$ cat src/rtl/lcd_display_scheduler.sv
// rtl/lcd_display_scheduler.sv - rotates dosage-table entries onto the LCD with alarm pre-emption
module lcd_display_scheduler #(
    parameter int NUM_PATIENTS = 4,
    parameter int DWELL_TICKS  = 800,
    parameter int ALARM_TICKS  = 1200
) (
    input  logic        CLK_400Hz,
    input  logic        reset,
    input  logic        enable,
    output logic        tbl_rd_en,
    output logic [3:0]  tbl_addr,
    input  logic [11:0] tbl_rd_data,
    input  logic        alarm_req,
    input  logic [3:0]  alarm_pid,
    output logic        alarm_ack,
    output logic        alarm_active,
    output logic [3:0]  patientID,
    output logic [11:0] pill12And3Duration,
    output logic        disp_upd
);

    localparam int MAX_TICKS = (DWELL_TICKS > ALARM_TICKS) ? DWELL_TICKS : ALARM_TICKS;
    localparam int CNT_W     = $clog2(MAX_TICKS);
    localparam logic [CNT_W-1:0] DWELL_LOAD = CNT_W'(DWELL_TICKS - 1);
    localparam logic [CNT_W-1:0] ALARM_LOAD = CNT_W'(ALARM_TICKS - 1);
    localparam logic [3:0]       LAST_IDX   = 4'(NUM_PATIENTS - 1);
    localparam logic [4:0]       NUM_PAT5   = 5'(NUM_PATIENTS);

    typedef enum logic [2:0] {
        IDLE,
        FETCH,
        CAP,
        SHOW,
        ALARM_FETCH,
        ALARM_CAP,
        ALARM_SHOW
    } state_t;

    state_t           state;
    logic [3:0]       cur_idx;
    logic [3:0]       alarm_idx;
    logic [CNT_W-1:0] cnt;
    logic [3:0]       next_idx;

    always_comb begin
        next_idx = 4'd0;
        if (cur_idx != LAST_IDX) begin
            next_idx = cur_idx + 4'd1;
        end
    end

    // Outputs are registered alongside the state: tbl_rd_en/tbl_addr are
    // loaded on entry to a fetch state so the table sees them during it.
    always_ff @(posedge CLK_400Hz) begin
        if (reset) begin
            state              <= IDLE;
            cur_idx            <= 4'd0;
            alarm_idx          <= 4'd0;
            cnt                <= '0;
            tbl_rd_en          <= 1'b0;
            tbl_addr           <= 4'd0;
            alarm_ack          <= 1'b0;
            alarm_active       <= 1'b0;
            patientID          <= 4'd0;
            pill12And3Duration <= 12'd0;
            disp_upd           <= 1'b0;
        end else begin
            tbl_rd_en <= 1'b0;
            tbl_addr  <= 4'd0;
            alarm_ack <= 1'b0;
            disp_upd  <= 1'b0;
            case (state)
                IDLE: begin
                    if (enable) begin
                        state     <= FETCH;
                        tbl_rd_en <= 1'b1;
                        tbl_addr  <= cur_idx;
                    end
                end
                FETCH: state <= CAP;
                CAP: begin
                    patientID          <= cur_idx;
                    pill12And3Duration <= tbl_rd_data;
                    disp_upd           <= 1'b1;
                    cnt                <= DWELL_LOAD;
                    state              <= SHOW;
                end
                SHOW: begin
                    if (!enable) begin
                        state <= IDLE;
                    end else if (alarm_req && ({1'b0, alarm_pid} < NUM_PAT5)) begin
                        alarm_ack    <= 1'b1;
                        alarm_idx    <= alarm_pid;
                        alarm_active <= 1'b1;
                        tbl_rd_en    <= 1'b1;
                        tbl_addr     <= alarm_pid;
                        state        <= ALARM_FETCH;
                    end else begin
                        // An out-of-range alarm is acknowledged but the rotation carries on.
                        if (alarm_req) begin
                            alarm_ack <= 1'b1;
                            alarm_idx <= alarm_pid;
                        end
                        if (cnt == '0) begin
                            cur_idx   <= next_idx;
                            tbl_rd_en <= 1'b1;
                            tbl_addr  <= next_idx;
                            state     <= FETCH;
                        end else begin
                            cnt <= cnt - 1'b1;
                        end
                    end
                end
                ALARM_FETCH: state <= ALARM_CAP;
                ALARM_CAP: begin
                    patientID          <= alarm_idx;
                    pill12And3Duration <= tbl_rd_data;
                    disp_upd           <= 1'b1;
                    cnt                <= ALARM_LOAD;
                    state              <= ALARM_SHOW;
                end
                ALARM_SHOW: begin
                    if (cnt == '0) begin
                        alarm_active <= 1'b0;
                        tbl_rd_en    <= 1'b1;
                        tbl_addr     <= cur_idx;
                        state        <= FETCH;
                    end else begin
                        cnt <= cnt - 1'b1;
                    end
                end
                default: state <= IDLE;
            endcase
        end
    end

endmodule
$ cat config.mk
export PLATFORM = sky130hd
export DESIGN_NAME = lcd_display_scheduler
export DESIGN_NICKNAME = d
export VERILOG_FILES = /design/src/rtl/lcd_display_scheduler.sv
export SDC_FILE = /design/constraint.sdc
export NUM_CORES = 1
export LEC_CHECK = 0
export BUFFER_PORTS_ARGS = -buffer_cell sky130_fd_sc_hd__buf_4
export CAP_MARGIN = 10
export CORE_MARGIN = 1.5
export CORE_UTILIZATION = 35
export DETAILED_ROUTE_END_ITERATION = 16
export PLACE_DENSITY = 0.57
export SYNTH_ARGS = -nofsm -noshare
export SYNTH_HDL_FRONTEND = slang
export SYNTH_SLANG_ARGS = --single-unit
$ cat constraint.sdc
create_clock -name CLK_400Hz -period 2.4 [get_ports CLK_400Hz]
set_clock_uncertainty 0.15 [all_clocks]
set_input_delay 0.36 -clock CLK_400Hz [delete_from_list [all_inputs] [get_ports CLK_400Hz]]
set_output_delay 0.36 -clock CLK_400Hz [all_outputs]
set_load 0.02 [all_outputs]
# Word level (Yosys, flattened, before mapping)
# Index checks and enable logic that the tools add are counted.
classes:
  addsub: 2
  magnitude_cmp: 1
  n_eq_ne: 12
  mux: 31
  n_bitwise: 3
  n_reduce_logical: 13
op_table:
  columns: ["operator", "n"]
  rows:
  - ["11-bit case mux with 4 select lines", 1]
  - ["11-bit 2-to-1 mux", 3]
  - ["4-bit 2-to-1 mux", 8]
  - ["3-bit case mux with 7 select lines", 1]
  - ["3-bit 2-to-1 mux", 4]
  - ["4-bit case mux with 3 select lines", 1]
  - ["11-bit zero test", 1]
  - ["11-bit by 1-bit subtractor with 11-bit output (second input constant)", 1]
  - ["1-bit 2-to-1 mux", 10]
  - ["2-bit != test (second input constant)", 5]
  - ["3-bit equality test (second input constant)", 3]
  - ["4-bit case mux with 2 select lines", 1]
  - ["4-bit AND reduction", 2]
  - ["3-bit by 2-bit equality test with 1-bit output (second input constant)", 2]
  - ["3-bit AND reduction", 2]
  - ["2-bit nonzero test", 3]
  - ["4-bit by 1-bit adder with 4-bit output (second input constant)", 1]
  - ["4-bit by 3-bit < comparator with 1-bit output (second input constant)", 1]
  - ["4-bit by 2-bit != test with 1-bit output (second input constant)", 1]
  - ["4-bit nonzero test", 1]
  - ["3-bit by 1-bit equality test with 1-bit output (second input constant)", 1]
  - ["3-bit zero test", 1]
  - ["1-bit inverter", 3]
  - ["1-bit case mux with 3 select lines", 1]
  - ["4 further kinds", 4]
totals:
  ff_bits: 46
  inputBits: 20
  output_inout_bits: 24
  wordCells: 73

# Longest topological paths before layout
# Gate-level depths: netlist of the first run.
logic_depth:
  ltp_word: 6
  ltp_mapped: 8
  mapped_depth_nobuf: 7

# Worst setup path before layout of the first run
# OpenSTA, ideal clock, no wires.
synth_timing:
  path_type: "register to register"
  start: "register cnt[0]"
  end: "register tbl_addr[2]"
  setup_ns: 0.070
  arrival_time_ns: 1.727
  required_time_ns: 2.180
  setup_slack_ns: 0.453
  stages_incl_launch_ff: 9
  n_path_buf: 1
  synth_period_minus_slack_ns: 1.947
  cell_sequence: "dfxtp_1 inv_1 ha_1 nor4b_1 and3_1 buf_6 nand3_2 or3b_1 a21oi_1"
synth_via:
  elab_chain_len: 5
  elab_cells_between_ends: 6
  classes_between: "mux (5); reduce/logical (1)"
synth_lines:
  columns: ["element", "line", "rtl"]
  rows:
  - ["start, declared", "42", "logic [CNT_W-1:0] cnt;"]
  - ["start signal, assigned", "110", "cnt <= cnt - 1'b1;"]
  - ["start signal, assigned", "129", "cnt <= cnt - 1'b1;"]
  - ["11-bit zero test (*)", "104, 123", null]
  - ["4-bit 2-to-1 mux", "104", "if (cnt == '0) begin"]
  - ["4-bit 2-to-1 mux", "91", "end else if (alarm_req && ({1'b0, alarm_pid} < NUM_PAT5)) begin"]
  - ["4-bit 2-to-1 mux", "89", "if (!enable) begin"]
  - ["4-bit case mux with 3 select lines (*)", "72", "case (state)"]
  - ["end signal, assigned", "77", "tbl_addr <= cur_idx;"]
  - ["end signal, assigned", "96", "tbl_addr <= alarm_pid;"]
  - ["end signal, assigned", "107", "tbl_addr <= next_idx;"]
  - ["end, declared", "11", "output logic [3:0] tbl_addr,"]
# Mark *: on every way between the ends. The rest lies on a longest branch, timed or not.
# A chain may end at the register's enable or synchronous reset.

# Worst setup path in the final report of the first run
# Ends and elaborated chain as after synthesis.

==> results of run 1 <==
-- sequential cells by signal, summed over array words and instances, names as in the netlist --
register	count
alarm_idx	4
pill12And3Duration	12
patientID	4
disp_upd	1
alarm_ack	1
tbl_addr	4
state	3
cur_idx	4
alarm_active	1
cnt	11
tbl_rd_en	1
-- routing by layer --
layer	routed length (µm)	vias to the layer above	track usage, %
li1	-	1039	-
met1	2507	906	21.20
met2	2272	48	25.63
met3	296	5	3.409
met4	67	0	6.379
met5	0	-	0
-- through the flow --
step	hold slack, ns	instances
4_1_cts	0.1495	387
2_1_floorplan	0.2866	266
3_3_place_gp	0.2905	379
3_5_place_dp	0.2950	379
5_1_grt	0.1487	387
6_report	0.1582	387
-- layout make-up --
cell class                      count  area, µm²
Inverter                            2      7.507
Timing Repair Buffer               53      410.4
Clock buffer                        5      68.82
Tap cell                           75      93.84
Fill cell                         603       3212
Clock inverter                      3      43.79
Sequential cell                    46      920.9
Multi-Input combinational cell    203       1129
-- power by group --
group	internal [W]	total, W	switching (W)
registers	0.000800	0.000841	0.0000408
clock network	0.000312	0.000577	0.000265
logic	0.000196	0.000465	0.000269
total	0.00131	0.00188	0.000575
-- logic make-up after synthesis --
logic type               Yosys count  share of synthesized area, %
buffers and inverters             17                         3.552
adder cells (fa/ha/maj)            3                         1.776
XOR/XNOR                           5                         2.072
flip-flops                        46                         43.58
AND/OR/NAND/NOR                  120                         27.53
AO/OA/AOI/OAI                     75                         21.49
-- final timing paths --
kind	end	slack, ns	depth (start not counted)
worst max register to register	tbl_addr[2]	0.23	7
worst max-delay path	tbl_addr[2]	0.23	7
worst min register to register	pill12And3Duration[5]	0.30	2
worst min-delay path	pill12And3Duration[8]	0.16	3
-- critical path, cell delays in order (launching register included) --
cell and delay [ns]:
dfxtp_1 0.34, inv_1 0.09, ha_1 0.16, nor4b_2 0.33, and3_1 0.35, nand3_2 0.10
or3b_1 0.40, a21oi_1 0.19
-- repair_timing --
item / CTS / global route
hold buffers: 0 / 0
resized for setup: 0 / 2
endpoints found under the setup margin: 0 / 2
-- synthesized netlist by cell type, types with 2 or more instances --
cell type	n
nand2b_1	2
nand3_1	11
a21o_1	4
xor2_1	4
o21a_1	2
clkbuf_1	10
a31o_2	3
dfxtp_1	46
nor2b_1	2
nand4_1	2
o21ai_1	3
inv_1	2
o21ai_0	8
nand2_1	47
a41oi_1	2
a21oi_1	39
ha_1	3
a311oi_1	5
nor2_1	28
nand4b_1	3
buf_2	3
nor3_1	12
a31oi_1	3
a211oi_1	2
nand3b_1	2
==> flow_metrics.env, run 1 <==
export IMPL_cts_tree="built"
export IMPL_antenna_found_initial=0
export IMPL_cts_sinks=46
export IMPL_crit_type="flop to flop"
export IMPL_synth_ff_type="dfxtp_1"
export IMPL_synth_nets=289
export IMPL_start_kind="flop"
export IMPL_routed_wl_mm=5.144
export IMPL_final_common_cell="buf_4"
export IMPL_clk_latency_ns=0.30
export IMPL_period_minus_slack_ns=2.171
export IMPL_async_flop_share_pct=0
export IMPL_initial_core_util_pct=35.91
export IMPL_syn_area_um2=2113
export IMPL_setup_tns_ns=0
export IMPL_numPortBuffers=43
export IMPL_synth_sequential_area_ratio_pct=43.58
export IMPL_rsz0062_at_grt="false"
export IMPL_path_clk_slew_ns=0.09
export IMPL_hp_class="input pin to flop"
export IMPL_area_growth_pct=26.52
export IMPL_worst_setup_path_end_kind="flop"
export IMPL_synth_top_cell_by_area="dfxtp_1"
export IMPL_grt_pass1_wl_mm=8.107
export IMPL_ys_ff_latch=46
export IMPL_grt_max_degree=42
export IMPL_syn_inst=266
export IMPL_gr_total_overflow=0
export IMPL_ant_nets=0
export IMPL_place_congestion=0.8120
export IMPL_nets=334
export IMPL_cts_htree_levels=2
export IMPL_startpoint="cnt[0]"
export IMPL_timing_rr_start="cnt[0]"
export IMPL_worst_slack_ns=0.2292
export IMPL_finalPower_w=0.001884
export IMPL_ys_warn_count=0
export IMPL_utilization_pct=45.43
export IMPL_synth_top_area_share_pct=43.58
export IMPL_p_leak_nw=1.014
export IMPL_first_global_vias=1755
export IMPL_maxSlewHeadroom_pct=52.69
export IMPL_cp_max_fo=5
export IMPL_final_cell_mix="52 x buf_4, 47 x nand2_1, 46 x dfxtp_1"
export IMPL_cts_made_buffers=5
export IMPL_crit_arrival_ns=2.25
export IMPL_drt_iter0_drc=100
export IMPL_dp_slack_ns=0.2101
export IMPL_clk_path_buf_depth=2
export IMPL_synthTopCellsByArea="dfxtp_1 44%, a21oi_1 9.2%, nand2_1 8.3%, nor2_1 5.0%, nor3_1 2.8%"
export IMPL_firstDrtPassIters=4
export IMPL_min_from="tbl_rd_data[8]"
export IMPL_status="completed"
export IMPL_die_area_um2=6513
export IMPL_wire_per_inst_um=13.29
export IMPL_vias=1998
export IMPL_row_count=28
export IMPL_drc=0
export IMPL_timing_fmax_mhz=460.7
export IMPL_yosysUniqueCellTypes=43
export IMPL_cts_root_buf="clkbuf_8"
export IMPL_synth_avg_cell_area_um2=7.945
export IMPL_post_route_period_util_pct=90.45
export IMPL_vias_per_cell=5.163
export IMPL_final_area_um2=2674
export IMPL_post_cts_buffers=0
export IMPL_synth_edff_count=0
export IMPL_powerDensity_nw_per_um2=704.4
export IMPL_insertedDiodeCount=0
export IMPL_dpl_hpwl_mm=3.566
export IMPL_critPathRequiredTime_ns=2.48
export IMPL_placed_cell_area_um2=2550
export IMPL_die_width_um=80.71
export IMPL_worst_pin_slew_ns=0.7004
export IMPL_drive_gt1_share_pct=22.76
export IMPL_cap_viol_max_count=0
export IMPL_setup_viol=0
export IMPL_final_hold_viol_count=0
export IMPL_die_h_um=80.71
export IMPL_grtUsageTotal_pct=16.10
export IMPL_io_pins=44
export IMPL_fp_coreArea_um2=5886
export IMPL_finalMaxSlewViolations=0
export IMPL_ir_worst_vdd_v=0.0003175
No activity file was read; power rests on OpenSTA's default activity.
==> run 2: changes to the inputs <==
- BUFFER_PORTS_ARGS: -buffer_cell sky130_fd_sc_hd__buf_4 -> not set
- CORE_ASPECT_RATIO: not set -> 0.7
- DONT_BUFFER_PORTS: not set -> 1
- PLACE_DENSITY: 0.57 -> 0.51
==> run 2 against run 1 <==
  * Cell area decreased by 11%
  * Sequential share of layout area is 4.3 points higher
  * Combinational power is 16% lower
  * Maximum frequency rose by 1.9%
  * Clock power increased by 3%
  * Non-clock buffer count fell by 40
  * Largest cell class unchanged
==> flow_metrics.env, run 2 (synthesized netlist as in run 1, its figures left out) <==
export IMPL_status="completed"
export IMPL_firstDrtPassIters=4
export IMPL_insertedDiodeCount=0
export IMPL_cap_viol_max_count=0
export IMPL_setup_tns_ns=0
export IMPL_cp_slowest_stage_delay_ns=0.39
export IMPL_post_cts_buffers=0
export IMPL_final_common_cell="nand2_1"
export IMPL_die_area_um2=6520
export IMPL_fill_cells=587
export IMPL_finalMaxSlewViolations=0
export IMPL_largest_reg_flops=12
export IMPL_top_usage_layer="met1"
export IMPL_powerDensity_nw_per_um2=778.9
export IMPL_wire_per_inst_um=15.60
export IMPL_nets=294
export IMPL_timing_rr_start="cnt[0]"
export IMPL_io_pins=44
export IMPL_startpoint="cnt[0]"
export IMPL_crit_cells=7
export IMPL_clk_latency_ns=0.30
export IMPL_vias_per_cell=5.501
export IMPL_post_route_period_util_pct=88.74
export IMPL_drt_iter0_drc=87
export IMPL_vias=1909
export IMPL_top_register="pill12And3Duration"
export IMPL_row_count=23
export IMPL_grt_pass1_wl_mm=8.307
export IMPL_p_leak_nw=0.8077
export IMPL_placed_cell_area_um2=2226
export IMPL_crit_arrival_ns=2.22
export IMPL_drc=0
export IMPL_worst_setup_path_end_kind="flop"
export IMPL_area_growth_pct=12.55
export IMPL_fp_coreArea_um2=5784
export IMPL_p_seq_share_pct=46.7
export IMPL_reg2reg_setup_slack_ns=0.27
export IMPL_setup_viol=0
export IMPL_cts_made_buffers=5
export IMPL_grtUsageTotal_pct=17.21
export IMPL_path_buf_inv=1
export IMPL_p_switching_w=0.0005783
export IMPL_use_met2_pct=21.04
export IMPL_timing_fmax_mhz=469.5
export IMPL_place_congestion=0.8250
export IMPL_initial_core_util_pct=36.53
export IMPL_die_h_um=68.01
export IMPL_switching_share_pct=31.21
export IMPL_drive_gt1_share_pct=11.40
export IMPL_final_cell_mix="47 x nand2_1, 46 x dfxtp_1, 39 x a21oi_1"
export IMPL_cts_root_buf="clkbuf_8"
export IMPL_p_int_w=0.001274
export IMPL_routed_wl_mm=5.414
export IMPL_final_area_um2=2379
export IMPL_maxSlewHeadroom_pct=56.71
export IMPL_numPortBuffers=0
export IMPL_first_global_vias=1570
export IMPL_hp_class="input pin to flop"
export IMPL_cts_sinks=46
export IMPL_crit_chain="inv_1 -> ha_1 -> nor4b_2 -> and3_1 -> nand3_2 -> or3b_1 -> a21oi_1"
export IMPL_multi_input_area_um2=1131
export IMPL_ir_worst_vdd_v=0.0003053
export IMPL_period_minus_slack_ns=2.130
export IMPL_die_width_um=95.88
export IMPL_cts_htree_levels=2
export IMPL_ant_nets=0
export IMPL_worst_pin_slew_ns=0.6410
export IMPL_cts_tree="built"
export IMPL_slowest_stage="and3_1"
export IMPL_seq_area_um2=920.9
export IMPL_dpl_hpwl_mm=3.732
export IMPL_crit_type="flop to flop"
export IMPL_ff2ff_path_depth=7
export IMPL_path_clk_slew_ns=0.09
export IMPL_start_kind="flop"
export IMPL_gr_total_overflow=0
export IMPL_grt_max_degree=38
export IMPL_clkPwrFrac_pct=32.2
export IMPL_critPathRequiredTime_ns=2.49
export IMPL_cp_endpoint="tbl_addr[2]"
export IMPL_top_regs="pill12And3Duration: 12 flops, cnt: 11 flops"
export IMPL_p_comb_share_pct=21.1
export IMPL_final_hold_viol_count=0
export IMPL_met3_usage_pct=4.778
export IMPL_critPathTopFamily="simple AND/OR/NAND/NOR gates"
export IMPL_reg2reg_to="tbl_addr[2]"
export IMPL_clk_path_buf_depth=2
export IMPL_antenna_found_initial=0
export IMPL_use_met1_pct=27.49
export IMPL_rsz0062_at_grt="false"
export IMPL_cp_max_fo=7
[run 2: cell count changes in the layout (fill, tap and decap cells not counted), sizes merged]
cell         previous run  this run
dlygate4sd3             0         1
buf                    53        12
[run 2: worst min path at each step]
stage,to,slack [ns],cells after the start,startpoint
after floorplan,alarm_idx[0],0.29,2,alarm_idx[0]
after global placement,cur_idx[2],0.29,1,reset
after detailed placement,pill12And3Duration[0],0.29,1,reset
after CTS,pill12And3Duration[0],0.02,2,tbl_rd_data[0]
after global routing,pill12And3Duration[10],0.02,2,tbl_rd_data[10]
final,pill12And3Duration[0],0.03,2,tbl_rd_data[0]
[run 2: timing repair]
action	4_1_cts	5_1_grt
hold endpoints to repair	37	0
hold buffers	2	0
gates resized for setup	0	2
endpoints found under the setup margin	0	2
[run 2: per-layer routing]
layer / share of wire (%) / vias up
met5: 0 / -
met4: 1.3 / 0
met3: 8.7 / 8
met2: 38 / 62
met1: 52 / 884
li1: - / 955
[run 2: metrics by stage]
| stage | util (%) | power [W] | cells | setup slack [ns] | hold WS, ns |
|---|---|---|---|---|---|
| global route | 41.12 | 0.001952 | 347 | 0.1353 | 0.02229 |
| detailed placement | 38.48 | 0.001248 | 337 | 0.1804 | 0.2898 |
| CTS | 40.95 | 0.001862 | 347 | 0.1585 | 0.01986 |
| global placement | 38.48 | 0.001246 | 337 | 0.3056 | 0.2880 |
| floorplan | - | 0.001163 | 266 | 0.4531 | 0.2866 |
| finish | 41.12 | 0.001853 | 347 | 0.2703 | 0.02812 |
[run 2: worst register-to-register path: cells and delay by family (launching register included)]
family,cells,cell delay (ns)
AO/OA/AOI/OAI,1,0.15
adder cells (fa/ha/maj),1,0.17
buffers and inverters,1,0.09
flip-flops,1,0.34
AND/OR/NAND/NOR,4,1.17
[run 2: area by class of cell]
cell class | count | share of cell area, %
tap | 75 | 3.945
sequential | 46 | 38.72
clock buffer | 5 | 2.893
clock inverter | 3 | 1.841
multi-input combinational | 203 | 47.55
inverter | 2 | 0.3156
timing repair buffer | 13 | 4.734
[run 2: power groups by stage]
stage               combinational [W]  sequential [W]  clock [W]
floorplan                    0.000297        0.000866          0
global placement             0.000365        0.000881          0
detailed placement           0.000367        0.000881          0
CTS                          0.000383        0.000863   0.000616
global route                 0.000440        0.000870   0.000641
finish                       0.000392        0.000865   0.000596
